## config.mk

```make
export PLATFORM = sky130hd
export DESIGN_NAME = gshare_predictor
export DESIGN_NICKNAME = d
export VERILOG_FILES = /design/src/rtl/gshare_predictor.sv
export SDC_FILE = /design/constraint.sdc
export NUM_CORES = 2
export LEC_CHECK = 0
export BUFFER_PORTS_ARGS = -buffer_cell sky130_fd_sc_hd__buf_2
export CAP_MARGIN = 20
export CORE_ASPECT_RATIO = 1.2
export CORE_UTILIZATION = 30
export DETAILED_ROUTE_END_ITERATION = 10
export PLACE_DENSITY = 0.52
export RECOVER_POWER = 25
export SYNTH_ARGS = -nofsm -noshare
export SYNTH_HDL_FRONTEND = slang
export SYNTH_SLANG_ARGS = --single-unit
```

## constraint.sdc

```tcl
create_clock -name clk -period 105.6 [get_ports clk]
set_clock_uncertainty 0.15 [all_clocks]
set_input_delay 21.12 -clock clk [delete_from_list [all_inputs] [get_ports clk]]
set_output_delay 21.12 -clock clk [all_outputs]
set_load 0.005 [all_outputs]
```

## src/rtl/gshare_predictor.sv

```systemverilog
// Gshare branch predictor for the fetch stage.
// The PHT is indexed by the fetch address XOR the speculative global history,
// which sits in the top bits of the index. A committed (architectural) history
// is kept alongside so that a misprediction can rebuild the speculative one.
// After reset the PHT is swept to weakly-not-taken, one entry per cycle.
// A small circular return-address stack serves call/return prediction.
module gshare_predictor #(
  parameter int ADDR_WIDTH    = 14,
  parameter int PATTERN_WIDTH = 10,
  parameter int GH_WIDTH      = 4,
  parameter int CTR_WIDTH     = 2,
  parameter int RAS_DEPTH     = 8
) (
  input  logic                     clk,
  input  logic                     reset_n,
  output logic                     init_done,
  input  logic                     lookup_valid,
  input  logic [ADDR_WIDTH-1:0]    lookup_addr,
  output logic                     pred_taken,
  output logic [CTR_WIDTH-1:0]     pred_counter,
  output logic [PATTERN_WIDTH-1:0] pred_pattern,
  input  logic                     spec_valid,
  input  logic                     spec_taken,
  input  logic                     commit_valid,
  input  logic [PATTERN_WIDTH-1:0] commit_pattern,
  input  logic [CTR_WIDTH-1:0]     commit_counter,
  input  logic                     commit_taken,
  input  logic                     commit_mispredict,
  input  logic                     ras_push,
  input  logic [ADDR_WIDTH-1:0]    ras_push_addr,
  input  logic                     ras_pop,
  output logic [ADDR_WIDTH-1:0]    ras_top,
  output logic                     ras_empty
);

  localparam int PTR_W = $clog2(RAS_DEPTH);
  localparam int CNT_W = $clog2(RAS_DEPTH + 1);
  localparam logic [CTR_WIDTH-1:0] WNT = CTR_WIDTH'((1 << (CTR_WIDTH - 1)) - 1);

  typedef enum logic {INIT, READY} state_t;

  state_t                   state, state_nxt;
  logic [PATTERN_WIDTH-1:0] idx, idx_nxt;
  logic [CTR_WIDTH-1:0]     pht [2**PATTERN_WIDTH];

  logic [GH_WIDTH-1:0]      spec_gh, arch_gh;
  logic [PATTERN_WIDTH-1:0] gh_ext, lookup_idx;
  logic [CTR_WIDTH-1:0]     train_ctr;

  logic [ADDR_WIDTH-1:0]    ras_mem [RAS_DEPTH];
  logic [PTR_W-1:0]         ras_ptr;
  logic [CNT_W-1:0]         ras_cnt;
  logic                     ras_nonempty, do_push, do_repl, do_pop;

  // Upper address bits do not take part in the index.
  logic addr_hi_unused;
  assign addr_hi_unused = ^lookup_addr;

  // History occupies the top of the index; the low bits come from the address alone.
  assign gh_ext     = PATTERN_WIDTH'(spec_gh) << (PATTERN_WIDTH - GH_WIDTH);
  assign lookup_idx = lookup_addr[PATTERN_WIDTH-1:0] ^ gh_ext;
  assign pred_taken = pred_counter[CTR_WIDTH-1];

  // Init sweep state register.
  always_ff @(posedge clk or negedge reset_n) begin
    if (!reset_n) begin
      state     <= INIT;
      idx       <= '0;
      init_done <= 1'b0;
    end else begin
      state     <= state_nxt;
      idx       <= idx_nxt;
      init_done <= (state == READY);
    end
  end

  // Init sweep next state: walk every index once, then settle in READY.
  always_comb begin
    state_nxt = state;
    idx_nxt   = idx;
    case (state)
      INIT: begin
        idx_nxt = idx + 1'b1;
        if (&idx) state_nxt = READY;
      end
      default: ;
    endcase
  end

  // Saturating counter update for a retiring branch.
  always_comb begin
    if (commit_taken)
      train_ctr = (&commit_counter) ? commit_counter : commit_counter + 1'b1;
    else
      train_ctr = (commit_counter == '0) ? commit_counter : commit_counter - 1'b1;
  end

  // PHT write port: sweep owns it during INIT, training afterwards.
  always_ff @(posedge clk) begin
    if (state == INIT)
      pht[idx] <= WNT;
    else if (commit_valid)
      pht[commit_pattern] <= train_ctr;
  end

  // Prediction register; the PHT read sees the pre-write value on a collision.
  always_ff @(posedge clk or negedge reset_n) begin
    if (!reset_n) begin
      pred_pattern <= '0;
      pred_counter <= WNT;
    end else if (lookup_valid) begin
      pred_pattern <= lookup_idx;
      pred_counter <= (state == INIT) ? WNT : pht[lookup_idx];
    end
  end

  // Global histories; a mispredict rebuilds the speculative one from the committed one.
  // Taking the low GH_WIDTH bits of {gh, bit} gives a shift that also covers GH_WIDTH=1.
  always_ff @(posedge clk or negedge reset_n) begin
    if (!reset_n) begin
      spec_gh <= '0;
      arch_gh <= '0;
    end else begin
      if (commit_valid)
        arch_gh <= GH_WIDTH'({arch_gh, commit_taken});
      if (commit_valid && commit_mispredict)
        spec_gh <= GH_WIDTH'({arch_gh, commit_taken});
      else if (spec_valid)
        spec_gh <= GH_WIDTH'({spec_gh, spec_taken});
    end
  end

  // RAS operation decode; push+pop on a non-empty stack replaces the top.
  always_comb begin
    ras_nonempty = (ras_cnt != '0);
    do_repl      = ras_push && ras_pop && ras_nonempty;
    do_push      = ras_push && !do_repl;
    do_pop       = ras_pop && !ras_push && ras_nonempty;
  end

  // RAS pointer and occupancy; a full stack keeps wrapping over its oldest entry.
  always_ff @(posedge clk or negedge reset_n) begin
    if (!reset_n) begin
      ras_ptr <= '0;
      ras_cnt <= '0;
    end else if (do_push) begin
      ras_ptr <= ras_ptr + 1'b1;
      if (ras_cnt != CNT_W'(RAS_DEPTH)) ras_cnt <= ras_cnt + 1'b1;
    end else if (do_pop) begin
      ras_ptr <= ras_ptr - 1'b1;
      ras_cnt <= ras_cnt - 1'b1;
    end
  end

  // RAS storage; contents are only meaningful below the occupancy count.
  always_ff @(posedge clk) begin
    if (do_repl)
      ras_mem[ras_ptr] <= ras_push_addr;
    else if (do_push)
      ras_mem[ras_ptr + 1'b1] <= ras_push_addr;
  end

  assign ras_empty = !ras_nonempty;
  assign ras_top   = ras_nonempty ? ras_mem[ras_ptr] : '0;

endmodule

```

==> impl_metrics.yaml <==
clocking:
  insertion_delay_ps: 850
  post_cts_buffers: 0
  cts_max_path_buffers: 4
  clk_pin_slew_worst_paths_ps: 60
  ctsHtreeMaxLevel: 4
  postCtsHoldBufs: 0
  cts-root-buf: "clkbuf_16"
  cts_resized: 0
  cts_buffers: 218
  cts_tree: "built"
  cts.sinks: 2198
sta:
  finalMaxSlewViolations: 909
  hold_viol: 0
  fin_tns_setup_ps: 0
  period_share_pct: 28.1
  grt_setup_unrepaired: "no"
  fmax_mhz: 33.7
  period_minus_slack_ps: 29690
  max-slew-margin-rel_pct: -186
  setup_viol: 0
  tightest_slew_ps: 4280
finish:
  nFillCells: 28093
  postLayoutCoreUtil_pct: 34.3
  final_nets: 5105
  multiInputGateArea_um2: 22200
  drive_gt1_share_pct: 21.5
  layout.area.seq_um2: 65800
  syn2layout_area_growth_pct: 13.7
floorplan:
  io_pins: 79
  core_region_area_um2: 297000
  rows: 219
  die_y_um: 600
  die_width_um: 501
  initial_utilization_pct: 30.2
  dieArea_um2: 301000
setup_path:
  crit_chain: "clkbuf_1 -> and2_0 -> o21ai_4 -> clkbuf_1 -> clkbuf_1 -> clkbuf_1 -> buf_12 -> buf_4"
  critPathLaunchType: "input port"
  worstPathArrival_ps: 30060
  crit_buf_inv: 6
  crit_family: "buffers and inverters"
  r2r-end: "pht[460][0]"
  cpMostUsedCell: "clkbuf_1"
  end_kind: "register"
  critPathKind: "input port to register"
  crit_cells: 8
  rr_worst_depth: 8
  r2r_setup_slack_ps: 95460
  worst_path_largest_cell_delay_ps: 3140
  cp.required_ps: 105970
  crit_fanout: 226
  r2r-start: "state"
  crit_path_top_delay_cell: "clkbuf_1"
  setup.worst_path.start: "commit_valid"
synthesis:
  syn_nets: 5058
  yosysUniqueCellTypes: 68
  synth_seq_cells: 2198
  synth-async-reset-ratio_pct: 1.73
  syn_area_per_cell_um2: 17.9
  syn_area_um2: 89500
  ys_warn_count: 0
  synth_flop_cell: "edfxtp_1"
  synthCells: 5000
  synth_edf_count: 2160
  yosysSeqAreaShare_pct: 73.5
  synthTopCellsByArea: "edfxtp_1, mux4_2, nor2_1"
  yosysTopAreaCell: "edfxtp_1"
  synth_top_area_share_pct: 72.5
min_path:
  whs_path_depth: 2
  min_from: "arch_gh[2]"
  hold_path_class: "register to register"
  worstHoldEndpoint: "spec_gh[3]"
outcome:
  violations: "capacitance limit, slew limit"
  status: "finished, violations left"
route:
  vias: 47072
  dr.pass1.iters: 6
  vias_per_cell: 5.12
  routedWlPerCell_um: 28.3
  ant_nets: 0
  route.detailed.drc: 0
  drt_iter0_markers: 4510
  wl_um: 260000
global_route:
  grt-ovfl-total: 0
  grt_pass1_wl_um: 368000
  grt_max_degree: 227
  antenna_found_initial: 6
  grt_pass1_vias: 49660
  track_usage_pct: 17.1
place:
  finalWeightedCongestion: 0.801
  place.detailed.hpwl_um: 150000
  port_buffers: 74
power_and_ir_drop:
  ir_drop_uv: 15.9
  leakagePower_nw: 30.0
  power.density_nw_per_um2: 18.1
run:
  drv_cap: 26
## where the power goes
group          internal (mW)  switching [mW]  total [mW]  leakage, nW
sequential             0.954         0.00772       0.962         20.3
combinational         0.0403          0.0634       0.104         6.36
clock                  0.448           0.334       0.782         3.40
## cells by family (layout without fill, tap and decap cells)
| logic type | Yosys count | after routing | synth area share, % |
|---|---|---|---|
| adder cells (fa/ha/maj) | 8 | 8 | 0.120 |
| buffers and inverters | 411 | 625 | 2.18 |
| AND/OR/NAND/NOR | 1421 | 1421 | 6.42 |
| other | 0 | 5 | 0 |
| multiplexers | 651 | 651 | 15.2 |
| AO/OA/AOI/OAI | 288 | 288 | 2.32 |
| XOR/XNOR | 23 | 23 | 0.233 |
| flip-flops | 2198 | 2198 | 73.5 |
## placed cells by master, fill, tap and decap left out, drive strengths merged, types with 37 or more instances in the layout
cell type	instances
a21oi	43
dfrtp	37
edfxtp	2160
a22oi	65
buf	188
nand2	121
nor2	1103
nand3	69
clkbuf	309
mux4	561
clkinv	75
mux2i	63
## tightest hold or removal path, delay by kind of cell, from the launching register on
kind,cells,cell delay (ps)
compound gates,1,60
flops,1,350
simple gates,1,50
## worst max-delay path by stage
stage             endpoint
3_5_place_dp   pht[307][1]
3_3_place_gp   pht[298][1]
4_1_cts        pht[298][1]
2_1_floorplan    pht[0][0]
5_1_grt        pht[460][0]
6_report       pht[460][0]
## stage by stage
step	power [mW]	area, um2	hold slack (ps)	std cells	worst slack [ps]
2_1_floorplan	1.04	89500	239	5000	36660
3_3_place_gp	1.08	94600	317	8786	77870
3_5_place_dp	1.09	94800	334	8793	77670
4_1_cts	1.86	102000	352	9180	78570
5_1_grt	1.90	102000	369	9193	75000
6_report	1.85	102000	345	9197	75910
## cells in the mapped netlist (7+ instances only)
library cell  count
xnor2_1          14
mux4_2          554
mux2_2           27
or3_1             9
mux4_1            7
a22o_1           26
nor4_1           10
xor2_1            8
nand2_1         121
o21ai_0          25
ha_1              7
a211oi_1         21
a21oi_1          43
nand2b_1         14
a31oi_1           9
buf_2            47
o22ai_1          24
nor2b_1          15
clkbuf_1        219
a22oi_1          65
nor2_1         1103
buf_1            73
o211ai_1          7
edfxtp_1       2160
nand3b_1         11
nand3_1          69
nor3_1           26
inv_1             9
a221oi_1         31
buf_4            40
mux2i_1          63
buf_6            14
dfrtp_1          37
nand4_1          16
## per-layer routing
metal	up-vias	global-route usage, %	wire length [um]	part of all wire [%]
li1	19807	-	-	-
met4	0	5.84	9100	3.5
met2	1503	31.0	138000	53
met5	-	0	0	0
met3	439	2.09	13300	5.1
met1	25323	20.7	99600	38
## registers in the layout, summed over array words and instances (netlist names)
signal and count:
state 1, ras_cnt 4, idx 10, ras_mem 112, pht 2048, arch_gh 3, spec_gh 4, ras_ptr 3
init_done 1, pred_pattern 10, pred_counter 2
## area by class of cell
cell class                      instances  share of cell area, %
Sequential cell                      2198                   64.7
Multi-Input combinational cell       2391                   21.8
Clock buffer                          269                   5.61
Tap cell                             3978                   4.89
Timing Repair Buffer                  228                   1.75
Clock inverter                        118                   1.26
Inverter                               10                 0.0369
Antenna cell                            5                 0.0123
Note: power is estimated with default switching activity, not from simulation.
